[config.mk]
export PLATFORM = sky130hd
export DESIGN_NAME = mdu
export DESIGN_NICKNAME = d
export VERILOG_FILES = /design/src/rtl/mdu_pkg.sv /design/src/rtl/mdu.sv
export SDC_FILE = /design/constraint.sdc
export NUM_CORES = 1
export LEC_CHECK = 0
export ABC_AREA = 1
export CAP_MARGIN = 20
export CORE_ASPECT_RATIO = 1.1
export CORE_MARGIN = 2
export CORE_UTILIZATION = 42
export DETAILED_ROUTE_END_ITERATION = 12
export PLACE_DENSITY_LB_ADDON = 0.05
export SETUP_SLACK_MARGIN = 0.2
export SYNTH_ARGS = -nofsm -noshare
export SYNTH_HDL_FRONTEND = slang
export SYNTH_SLANG_ARGS = --single-unit
[constraint.sdc]
create_clock -name clk -period 10.7 [get_ports clk]
set_input_delay 2.14 -clock clk [delete_from_list [all_inputs] [get_ports clk]]
set_output_delay 2.14 -clock clk [all_outputs]
set_load 0.02 [all_outputs]
[src/rtl/mdu_pkg.sv]
// mdu_pkg: shared operation and state encodings for the multiply/divide unit.
package mdu_pkg;
    typedef enum logic [2:0] {
        MUL    = 3'd0,
        MULH   = 3'd1,
        MULHSU = 3'd2,
        MULHU  = 3'd3,
        DIV    = 3'd4,
        DIVU   = 3'd5,
        REM    = 3'd6,
        REMU   = 3'd7
    } mdu_op_t;
    typedef enum logic [1:0] {IDLE, CALC, FIXUP, DONE} mdu_state_t;
endpackage

[src/rtl/mdu.sv]
// mdu: iterative RV32M multiply/divide unit with valid/ready handshakes and flush.
module mdu
    import mdu_pkg::*;
#(
    parameter int WIDTH = 32
) (
    input  logic             clk,
    input  logic             reset_n,
    input  logic             valid_in,
    output logic             ready_out,
    input  mdu_op_t          op,
    input  logic [WIDTH-1:0] left_operand,
    input  logic [WIDTH-1:0] right_operand,
    input  logic             flush,
    output logic             valid_out,
    input  logic             ready_in,
    output logic [WIDTH-1:0] result,
    output logic             zero_flag
);
    localparam int CW = $clog2(WIDTH) + 1;

    function automatic logic [WIDTH-1:0] negate(input logic [WIDTH-1:0] x);
        return ~x + 1'b1;
    endfunction

    function automatic logic [WIDTH-1:0] mag(input logic [WIDTH-1:0] x, input logic neg_x);
        return neg_x ? negate(x) : x;
    endfunction

    mdu_state_t         state;
    mdu_op_t            op_q;
    logic               sign_l, sign_r;
    logic [WIDTH-1:0]   divisor;
    logic [2*WIDTH-1:0] acc;
    logic [CW-1:0]      cnt;

    logic               l_neg, r_neg, div_zero, div_ovf, is_div, ge;
    logic [WIDTH-1:0]   special_res, quo, rem, fix_res;
    logic [WIDTH:0]     add_a, add_b, sum;
    logic [2*WIDTH-1:0] step, prod;

    always_comb begin
        l_neg       = (op inside {MULH, MULHSU, DIV, REM}) && left_operand[WIDTH-1];
        r_neg       = (op inside {MULH, DIV, REM}) && right_operand[WIDTH-1];
        div_zero    = (op inside {DIV, DIVU, REM, REMU}) && right_operand == '0;
        div_ovf     = (op inside {DIV, REM}) && left_operand == {1'b1, {(WIDTH-1){1'b0}}} && &right_operand;
        special_res = div_zero ? ((op inside {REM, REMU}) ? left_operand : '1)
                               : ((op == REM) ? '0 : left_operand);
        is_div      = op_q inside {DIV, DIVU, REM, REMU};
        // one shared W+1-bit adder: shift-add for multiply, trial subtract for divide
        add_a       = is_div ? acc[2*WIDTH-1:WIDTH-1] : {1'b0, acc[2*WIDTH-1:WIDTH]};
        add_b       = {1'b0, divisor};
        sum         = is_div ? add_a - add_b : add_a + (acc[0] ? add_b : '0);
        ge          = ~sum[WIDTH];
        step        = is_div ? {ge ? sum[WIDTH-1:0] : acc[2*WIDTH-2:WIDTH-1], acc[WIDTH-2:0], ge}
                             : {sum, acc[WIDTH-1:1]};
        prod        = (sign_l ^ sign_r) ? -acc : acc;
        quo         = (sign_l ^ sign_r) ? negate(acc[WIDTH-1:0]) : acc[WIDTH-1:0];
        rem         = sign_l ? negate(acc[2*WIDTH-1:WIDTH]) : acc[2*WIDTH-1:WIDTH];
        fix_res     = is_div ? ((op_q inside {REM, REMU}) ? rem : quo)
                             : ((op_q == MUL) ? prod[WIDTH-1:0] : prod[2*WIDTH-1:WIDTH]);
    end

    always_ff @(posedge clk or negedge reset_n) begin
        if (!reset_n) begin
            state     <= IDLE;
            op_q      <= MUL;
            sign_l    <= 1'b0;
            sign_r    <= 1'b0;
            divisor   <= '0;
            acc       <= '0;
            cnt       <= '0;
            result    <= '0;
            ready_out <= 1'b1;
            valid_out <= 1'b0;
        end else if (flush) begin
            state     <= IDLE;
            ready_out <= 1'b1;
            valid_out <= 1'b0;
        end else begin
            case (state)
                IDLE: if (valid_in) begin
                    op_q      <= op;
                    sign_l    <= l_neg;
                    sign_r    <= r_neg;
                    divisor   <= mag(right_operand, r_neg);
                    acc       <= {{WIDTH{1'b0}}, mag(left_operand, l_neg)};
                    cnt       <= '0;
                    ready_out <= 1'b0;
                    if (div_zero || div_ovf) begin
                        result    <= special_res;
                        valid_out <= 1'b1;
                        state     <= DONE;
                    end else begin
                        state <= CALC;
                    end
                end
                CALC: begin
                    acc <= step;
                    cnt <= cnt + 1'b1;
                    if (cnt == CW'(WIDTH - 1)) state <= FIXUP;
                end
                FIXUP: begin
                    result    <= fix_res;
                    valid_out <= 1'b1;
                    state     <= DONE;
                end
                DONE: if (ready_in) begin
                    valid_out <= 1'b0;
                    ready_out <= 1'b1;
                    state     <= IDLE;
                end
            endcase
        end
    end

    assign zero_flag = result == '0;
endmodule
Word-level counts from Yosys, hierarchy flattened
Index checks and enable logic that the tools add are counted.

Input bits: 72. Logic and storage cells: 112. Output and inout bits: 35. Bits in registers: 143.

Bitwise operators: 7. Equality and inequality tests: 21. Reductions and logical operators: 28. Add/subtract/negate cells: 8. Mux-type cells: 38.

Operator list (number): $mux W32 (14); $mux W64 (3); $add A32 B1 Y32 const B (4); $not A32 Y32 (4); $pmux W64 S2 (1); $mux W33 (2); $logic_not A32 Y1 (2); $neg A64 Y64 (1); $pmux W32 S2 (1); $add A33 B32 Y33 (1); $sub A33 B32 Y33 (1); $eq A32 B32 Y1 const B (1); $reduce_and A32 Y1 (1); $eq A3 B3 Y1 const B (8); $reduce_bool A4 Y1 (4); $ne A3 B3 Y1 const B (4); $pmux W6 S2 (1); $reduce_and A3 Y1 (4); $mux W2 (5); $reduce_bool A2 Y1 (5); $pmux W2 S4 (1); $reduce_and A4 Y1 (2); $mux W1 (7); $add A6 B1 Y6 const B (1); other kinds (16) (24).

Longest topological paths before layout
Gate-level depths: netlist (run 1).

Word-level depth: 9. Mapped depth: 31.

Least setup slack after synthesis (run 1)
No wires, ideal clock.

Path type: register -> output. From: register result[29]. To: output port zero_flag. Buffers on the path: 0. Arrival time: 1.695 ns. Cell stages (with the launch flop): 3. Path slack: 6.865 ns. Cell sequence: dfrtp_1 -> or4_1 -> nor4_1.

Word-level cells in the longest chain between the ends: 1.

RTL lines: start, declared (RTL line mdu.sv:17) `output logic [WIDTH-1:0] result,`; start signal, assigned (RTL line mdu.sv:91) `result <= special_res;`; start signal, assigned (RTL line mdu.sv:104) `result <= fix_res;`; $logic_not A32 Y1 (RTL line mdu.sv:117) `assign zero_flag = result == '0;`; end, declared (RTL line mdu.sv:18) `output logic zero_flag`.

No other way between the ends.

Worst setup path after layout (run 1)
From: input port flush. To: register cnt[5].

Word-level cells in the longest chain between the ends: 2.

RTL lines: start, declared (RTL line mdu.sv:14) `input logic flush,`; $not A1 Y1 (no source line); $reduce_and A3 Y1 (no source line); end signal, assigned (RTL line mdu.sv:100) `cnt <= cnt + 1'b1;`; end, declared (RTL line mdu.sv:35) `logic [CW-1:0] cnt;`.

No other way between the ends. A chain may end at the register's enable or synchronous reset.

==> results_dict.tcl, run 1 <==
set metrics [dict create \
    io_buffers 106 \
    holdCritPathClass "reg -> reg" \
    synth_seq_area_share_pct 20.9 \
    cts_tree "done" \
    critPathLaunchType "primary input" \
    core_um2 40300 \
    layout_min_cycle_time_ns 5.62 \
    fin_area_um2 19200 \
    worstSetupPathType "in -> reg" \
    clk_latency_ns 0.48 \
    ctsLongestPathBuffers 2 \
    cp_max_fo 73 \
    synth.most_common_cell "nand2_1" \
    timing.final.crit_share_pct 52.5 \
    syn_nets 3268 \
    ys.flop_type "dfrtp_1" \
    status "completed" \
    synth_top_cell_area_share_pct 24.6 \
    wl_per_cell_um 19.5 \
    synth-xor-area-share_pct 3.83 \
    drc 0 \
    hold_buffers 0 \
    max_clock_freq_mhz 178 \
    cts_sinks 143 \
    start_util_pct 42.6 \
    dieArea_um2 42400 \
    rows 77 \
    synth_top_family_by_area "simple AND/OR/NAND/NOR gates" \
    synth_seq_cells 143 \
    synth_edf_count 0 \
    synthArstFlopShare_pct 100 \
    synth_cell_types 50 \
    cts_root_buf "clkbuf_16" \
    yosysWarningCount 0 \
    synth-compound-area-share_pct 14.8 \
    fill_cells 4451 \
    min_path_cells 1 \
    die_y_um 216 \
    clkTransAtPathRegs_ns 0.06 \
    dp_hpwl_um 56800 \
    via_count 20400 \
    antenna_left 0 \
    relSlewSlack_pct 28.4 \
    worst_setup_path_end_kind "flip-flop" \
    critPathArrivalTime_ns 5.98 \
    grt_antenna_before_repair 0 \
    nets 3296 \
    grt_pass1_vias 18300 \
    regArea_um2 3580 \
    htree_levels 4 \
    clock_skew_ns 0.0188 \
    worstMarginPinSlew_ns 1.07 \
    io_pins 107 \
    area_growth_pct 11.8 \
    yosys.area_share.simple_pct 46.1 \
    setup_violations 0 \
    setup-tns-final_ns 0 \
    drtPass1Iterations 9 \
    gp_congestion 0.987 \
    multi_input_area_um2 11700 \
    required_ns 11.06 \
    drt_iter0_drc 1958 \
    viasPerCell 5.49 \
    grt_max_degree 90 \
    synth.area.top_cells "nand2_1, dfrtp_1, nor2_1" \
    hold_viol_final 0 \
    synth_mux_area_share_pct 0 \
    maxCapViolations 0 \
    fp.dieW_um 197 \
    grt_pass1_wl_um 108000 \
    cts_setup_buffers 0 \
    synth_fa_ha_area_share_pct 3.26 \
    rsz0062_at_grt "no" \
    yosys.area.top_type "nand2_1" \
    overflow 0 \
    drv_slew 0 \
    layout-drive-gt1-share_pct 3.04 \
    num_antenna_cells 0 \
    grt_use_total_pct 33.7 \
    r2r_cells 20 \
    totalWireLength_um 72200 \
    syn_area_um2 17100 \
    place_area_um2 18500 \
    ys_top_cells_by_count "nand2_1, nor2_1, inv_1" \
    synth_cells 3152 \
    syn_area_per_cell_um2 5.44 \
    cts_buffers 17 \
    ctsResizeCount 0 \
]
==> metrics by stage <==
step	utilization (%)	instances	setup WS, ns	hold slack, ns
floorplan	-	3152	6.87	0.454
global placement	46.0	3673	4.64	0.481
detailed placement	46.0	3673	4.56	0.492
CTS	47.5	3705	5.08	0.507
global route	47.6	3706	4.65	0.522
finish	47.6	3706	5.08	0.508
==> final cells by class <==
type | instances | share of cell area, %
multi-input combinational | 2519 | 60.9
sequential | 143 | 18.7
inverter | 370 | 7.25
timing repair buffer | 129 | 6.55
tap | 513 | 3.35
clock buffer | 22 | 2.42
clock inverter | 10 | 0.849
==> layer usage <==
metal / wire (um) / global-route usage (%) / vias to the layer above / part of all wire (%)
li1: - / - / 10100 / -
met1: 30500 / 42.9 / 9371 / 42
met2: 33600 / 55.3 / 728 / 47
met3: 4070 / 4.45 / 129 / 5.6
met4: 4070 / 18.1 / 0 / 5.6
met5: 0 / 0 / - / 0
==> state kept, by name (all words and copies together), names as in the netlist <==
register	count
acc	64
sign_l	1
sign_r	1
divisor	32
result	32
valid_out	1
state	2
ready_out	1
op_q	3
cnt	6
==> final timing paths <==
kind	start	to	slack (ns)
max in group asynchronous	reset_n	op_q[2]$_DFFE_PN0P_	7.35
max	flush	cnt[5]$_DFFE_PN0P_	5.08
min	cnt[0]$_DFFE_PN0P_	cnt[0]$_DFFE_PN0P_	0.51
max reg2reg	op_q[2]$_DFFE_PN0P_	acc[56]$_DFFE_PN0P_	5.51
min in group asynchronous	reset_n	acc[22]$_DFFE_PN0P_	1.60
min reg2reg	cnt[0]$_DFFE_PN0P_	cnt[0]$_DFFE_PN0P_	0.51
==> worst max-delay path: stages <==
cell and delay [ns]:
clkdlybuf4s50_1 0.59, inv_1 0.12, nand3_2 0.07, buf_4 0.44
clkinv_1 0.59, nor2_4 0.22, buf_4 0.64, inv_1 0.65
nand4_1 0.24, xor2_1 0.16, nor2_1 0.05
==> layout by cell type, fill, tap and decap left out, drive strengths merged <==
cell | Yosys | layout
o21bai | 6 | 6
o211ai | 3 | 3
nand4 | 54 | 54
o22ai | 1 | 1
nand3 | 256 | 256
nor2 | 412 | 412
o2111ai | 6 | 6
buf | 33 | 24
nand2 | 1133 | 1133
and2 | 3 | 3
inv | 366 | 366
fa | 1 | 1
nor3 | 37 | 37
o31ai | 4 | 4
a211oi | 6 | 6
clkdlybuf4s50 | 0 | 105
clkinv | 4 | 8
o21ai | 242 | 242
o21a | 2 | 2
nand2b | 1 | 1
ha | 43 | 43
nand3b | 6 | 6
xnor2 | 17 | 17
bufinv | 0 | 4
a31oi | 5 | 5
and3 | 3 | 3
a21oi | 181 | 181
o41ai | 1 | 1
dfstp | 1 | 1
or4 | 2 | 2
a221oi | 1 | 1
xor2 | 58 | 58
a21boi | 3 | 3
clkinvlp | 0 | 2
nor4 | 11 | 11
a22oi | 13 | 13
dfrtp | 142 | 142
or2 | 6 | 6
a21o | 2 | 2
clkbuf | 87 | 22
==> cells by family after synthesis <==
| logic type | Yosys count |
|---|---|
| and+or+nand+nor | 1924 |
| buffers and inverters | 490 |
| AOI/OAI and AO/OA | 476 |
| DFF | 143 |
| adders and majority gates | 44 |
| xor gates and xnor gates | 75 |
Power of run 1 is left out: the tool's default activity adds up to more than one toggle a clock period on the data nets, which glitch-free logic cannot reach.
==> run 2, diff against run 1 <==
Clock period 10.7 ns to 5.7 ns, I/O delays scaled along.
==> run 2 against run 1 <==
Compared with the run above:
- clock skew increased by 0.0028 ns
- highest routed layer unchanged
- first-iteration DRC count decreased by 11%
- largest cell class unchanged
- hold slack got worse by 0.015 ns
- critical endpoint is now acc[56]$_DFFE_PN0P_
==> results_dict.tcl, run 2 (synthesized netlist as in run 1, its figures left out) <==
set metrics [dict create \
    status "completed" \
    rows 77 \
    critPathLaunchType "flip-flop" \
    worstMarginPinSlew_ns 0.989 \
    cts_buffers 17 \
    grt_use_total_pct 34.5 \
    max_clock_freq_mhz 209 \
    largest_reg_flops 64 \
    gp_congestion 0.989 \
    r2r_slack_ns 0.92 \
    io_buffers 106 \
    layout_min_cycle_time_ns 4.78 \
    hold_viol_final 0 \
    setup-tns-final_ns 0 \
    worst_setup_path_end_kind "flip-flop" \
    dp_hpwl_um 58200 \
    cp_cell_sequence "nand2_1, nand3_1, nor3_2, nand4_1, nor4_1, nor2_1, xor2_1, inv_1, ha_1, nand2_1, nand2_1, a21oi_1, nand2_1, a21oi_1, nand2_1, nand2_2, nand2_2, inv_2, nand2_1, nand2_1, nand2_1, nand2_1" \
    area_growth_pct 12.4 \
    reg.largest.list "acc (64), divisor (32), result (32)" \
    crit_slowest_cell "dfrtp_1" \
    nets 3305 \
    grt_pass1_vias 19200 \
    holdCritPathClass "reg -> reg" \
    critPathMaxStageDelay_ns 0.69 \
    wl_per_cell_um 19.8 \
    clock_skew_ns 0.0216 \
    regMostFlops "acc" \
    drt_iter0_drc 1742 \
    clkTransAtPathRegs_ns 0.07 \
    setup_violations 0 \
    cts_sinks 143 \
    cts_tree "done" \
    clk_latency_ns 0.48 \
    dieArea_um2 42400 \
    overflow 0 \
    viasPerCell 5.54 \
    cp_common_cell "nand2_1" \
    fin_area_um2 19300 \
    critPathArrivalTime_ns 5.19 \
    grt_antenna_before_repair 0 \
    core_um2 40300 \
    htree_levels 4 \
    relSlewSlack_pct 34.0 \
    hold_buffers 0 \
    timing.final.crit_share_pct 83.8 \
    required_ns 6.11 \
    cts_root_buf "clkbuf_16" \
    io_pins 107 \
    num_antenna_cells 0 \
    antenna_left 0 \
    grt_pass1_wl_um 111000 \
    cts_setup_buffers 0 \
    rsz0062_at_grt "no" \
    final_common_cell "nand2_1" \
    worstSetupPathType "reg -> reg" \
    final_cell_mix "nand2_1, nor2_1, inv_1" \
    ctsResizeCount 0 \
    place_area_um2 18600 \
    totalWireLength_um 73500 \
    ctsLongestPathBuffers 2 \
    layout-drive-gt1-share_pct 3.25 \
    drtPass1Iterations 5 \
    grt_max_degree 73 \
    cp_max_fo 23 \
    drv_slew 0 \
    die_y_um 216 \
    fp.dieW_um 197 \
    drc 0 \
    fill_cells 4468 \
    via_count 20600 \
    start_util_pct 42.6 \
    maxCapViolations 0 \
]
run 2: changes by cell type in the layout (fill, tap and decap cells not counted):
cell	delta
clkinv_2	-2
clkinv_4	+1
clkinvlp_4	-1
buf_4	+8
clkbuf_8	-1
buf_16	+1
bufinv_16	+1
run 2: critical path, delay by kind of cell, from the launching register on:
| kind | cells | cell delay, ns |
|---|---|---|
| buffers and inverters | 2 | 0.49 |
| AO/OA/AOI/OAI | 2 | 0.44 |
| adder cells (fa/ha/maj) | 1 | 0.36 |
| AND/OR/NAND/NOR | 16 | 2.41 |
| XOR/XNOR | 1 | 0.31 |
| flip-flops | 1 | 0.69 |
run 2: path summary, 6_finish.rpt:
kind                                            start               endpoint  cells past startpoint
worst max register to register     acc[0]$_DFFE_PN0P_    acc[56]$_DFFE_PN0P_                     22
min in group asynchronous                     reset_n    acc[26]$_DFFE_PN0P_                      1
max in group asynchronous                     reset_n    op_q[2]$_DFFE_PN0P_                      2
worst max-delay path               acc[0]$_DFFE_PN0P_    acc[56]$_DFFE_PN0P_                     22
worst min-delay path            valid_out$_DFFE_PN0P_  valid_out$_DFFE_PN0P_                      2
worst min register to register  valid_out$_DFFE_PN0P_  valid_out$_DFFE_PN0P_                      2
run 2: routing by layer:
metal | wire length, um | global-route usage [%]
met1 | 30700 | 43.7
met2 | 33300 | 55.3
met3 | 4220 | 3.73
met4 | 5280 | 23.3
met5 | 0 | 0
run 2: metrics by stage:
step	std cells	setup WS [ns]	utilization (%)	hold WS (ns)
after global routing	3713	0.385	47.8	0.545
final	3713	0.922	47.8	0.493
after floorplan	3152	2.10	-	0.454
after detailed placement	3681	0.974	46.1	0.483
after global placement	3681	1.03	46.1	0.478
after CTS	3711	0.934	47.7	0.499
run 2: final cells by class:
cell class	instances	area (um2)	area share (%)
clock inverters	9	184	0.955
repair buffers	138	1340	6.97
flip-flops and latches	143	3580	18.6
well taps	513	642	3.33
inverters	370	1390	7.21
clock buffers	21	450	2.34
multi-input cells	2519	11700	60.6
Power of run 2 is left out for the same reason.
==> run 3, diff against run 2 <==
Clock period 5.7 ns to 3.9 ns, I/O delays scaled along.
==> run 3 against run 2 <==
Compared with the run above:
- cell count grew 1.7%
- maximum frequency rose by 28%
- first-iteration DRC count is 6.3% higher
- flip-flop and latch count unchanged
- global-route usage up 0.79 points
- sequential share of layout area is 0.78 points lower
- die area unchanged
- non-clock buffer count grew 60
- final area is 4.4% higher
==> results_dict.tcl, run 3 (synthesized netlist as in run 1, its figures left out) <==
set metrics [dict create \
    totalWireLength_um 75500 \
    clk_latency_ns 0.49 \
    wl_per_cell_um 20.0 \
    cp_common_cell "nand2_1" \
    cp_cell_sequence "buf_6, nand2_2, nand2_2, nor3_4, nand3_1, nor2_1, inv_1, o21ai_0, xnor2_1, ha_1, a21oi_1, nand2_1, nand2_1, nand2_1, a21oi_2, nand2_1, nand2_4, nand3_4, clkbuf_16, nand2_1, nand2_1, nand2_1, nand2_1" \
    r2r_cells 23 \
    largest_reg_flops 64 \
    layout_min_cycle_time_ns 3.72 \
    drc 0 \
    final_common_cell "nand2_1" \
    grt_max_degree 73 \
    cts_root_buf "clkbuf_16" \
    antenna_left 0 \
    grt_pass1_wl_um 114000 \
    grt_pass1_vias 19400 \
    max_clock_freq_mhz 269 \
    r2r_start "acc[0]$_DFFE_PN0P_" \
    grt_use_total_pct 35.3 \
    dp_hpwl_um 59400 \
    start_util_pct 42.6 \
    regMostFlops "acc" \
    htree_levels 4 \
    die_y_um 216 \
    holdCritPathClass "in -> async" \
    status "completed" \
    hold_viol_final 0 \
    dieArea_um2 42400 \
    rows 77 \
    relSlewSlack_pct 35.3 \
    reg.largest.list "acc (64), divisor (32), result (32)" \
    cp_max_fo 7 \
    ctsLongestPathBuffers 2 \
    drt_iter0_drc 1852 \
    drv_slew 0 \
    area_growth_pct 17.3 \
    rsz0062_at_grt "yes" \
    clock_skew_ns 0.0148 \
    dpl_worst_slack_ns -0.0153 \
    io_buffers 106 \
    cts_buffers 17 \
    worstSetupPathType "reg -> reg" \
    fp.dieW_um 197 \
    setup_violations 0 \
    via_count 20800 \
    grt_antenna_before_repair 0 \
    io_pins 107 \
    critPathLaunchType "flip-flop" \
    critPathMaxStageDelay_ns 0.47 \
    r2r_slack_ns 0.18 \
    crit_path_start "acc[0]$_DFFE_PN0P_" \
    overflow 0 \
    required_ns 4.27 \
    fin_ws_ns 0.178 \
    crit_slowest_cell "dfrtp_2" \
    timing.final.crit_share_pct 95.4 \
    cts_tree "done" \
    drtPass1Iterations 8 \
    core_um2 40300 \
    layout-drive-gt1-share_pct 7.08 \
    clkTransAtPathRegs_ns 0.07 \
    worst_setup_path_end_kind "flip-flop" \
    cts_sinks 143 \
    worstMarginPinSlew_ns 0.969 \
    maxCapViolations 0 \
    gp_congestion 1.02 \
    reg2reg_to "acc[62]$_DFFE_PN0P_" \
    hold_buffers 0 \
    viasPerCell 5.51 \
    critPathArrivalTime_ns 4.10 \
    final_cell_mix "nand2_1, nor2_1, inv_1" \
    nets 3365 \
    num_antenna_cells 0 \
]
==> run 3: changes by cell type in the layout (fill, tap and decap cells not counted), sizes merged <==
cell and change:
bufinv -2, clkinv +1, clkbuf +4, buf +59
==> run 3: cell type report <==
class	instances	area, um2
repair buffers	198	1870
multi-input cells	2519	12000
fillers	4327	20200
clock inverters	8	129
inverters	370	1390
flip-flops and latches	143	3580
well taps	513	642
clock buffers	24	482
==> run 3: timing repair <==
item,4_1_cts,5_1_grt
endpoints found under the hold margin,0,0
endpoints found under the setup margin,33,35
setup buffers,0,6
resized for setup,7,86
gates cloned,0,1
pin swaps,1,28
==> run 3: through the flow <==
stage / utilization [%] / std cells / instance area, um2 / hold slack (ns) / setup TNS [ns]
after floorplan: - / 3152 / 17100 / 0.454 / 0
after global placement: 47.3 / 3736 / 19100 / 0.477 / 0
after detailed placement: 47.3 / 3736 / 19100 / 0.484 / -0.0584
after CTS: 48.9 / 3768 / 19700 / 0.212 / 0
after global routing: 49.9 / 3775 / 20100 / 0.231 / -0.971
final: 49.9 / 3775 / 20100 / 0.209 / 0
==> run 3: worst max-delay path by stage <==
stage	endpoint	slack, ns	cells after the start
2_1_floorplan	acc[50]$_DFFE_PN0P_	0.30	28
3_3_place_gp	acc[56]$_DFFE_PN0P_	0.0005	27
3_5_place_dp	acc[56]$_DFFE_PN0P_	-0.02	27
4_1_cts	acc[56]$_DFFE_PN0P_	0.16	23
5_1_grt	acc[52]$_DFFE_PN0P_	-0.07	23
6_report	acc[62]$_DFFE_PN0P_	0.18	23
==> run 3: metal layers <==
layer	routed length, um	GRT usage [%]
met1	31400	44.7
met2	34600	57.0
met3	4340	4.52
met4	5110	21.8
met5	0	0
==> run 3: worst max-delay path: cells and delay by family, from the launching register on <==
kind / cells / cell delay [ns]
compound gates: 3 / 0.67
xor+xnor: 1 / 0.20
fa+ha+maj: 1 / 0.37
buf+inv: 3 / 0.45
flops: 1 / 0.47
simple gates: 15 / 1.44
Power of run 3 is left out for the same reason.
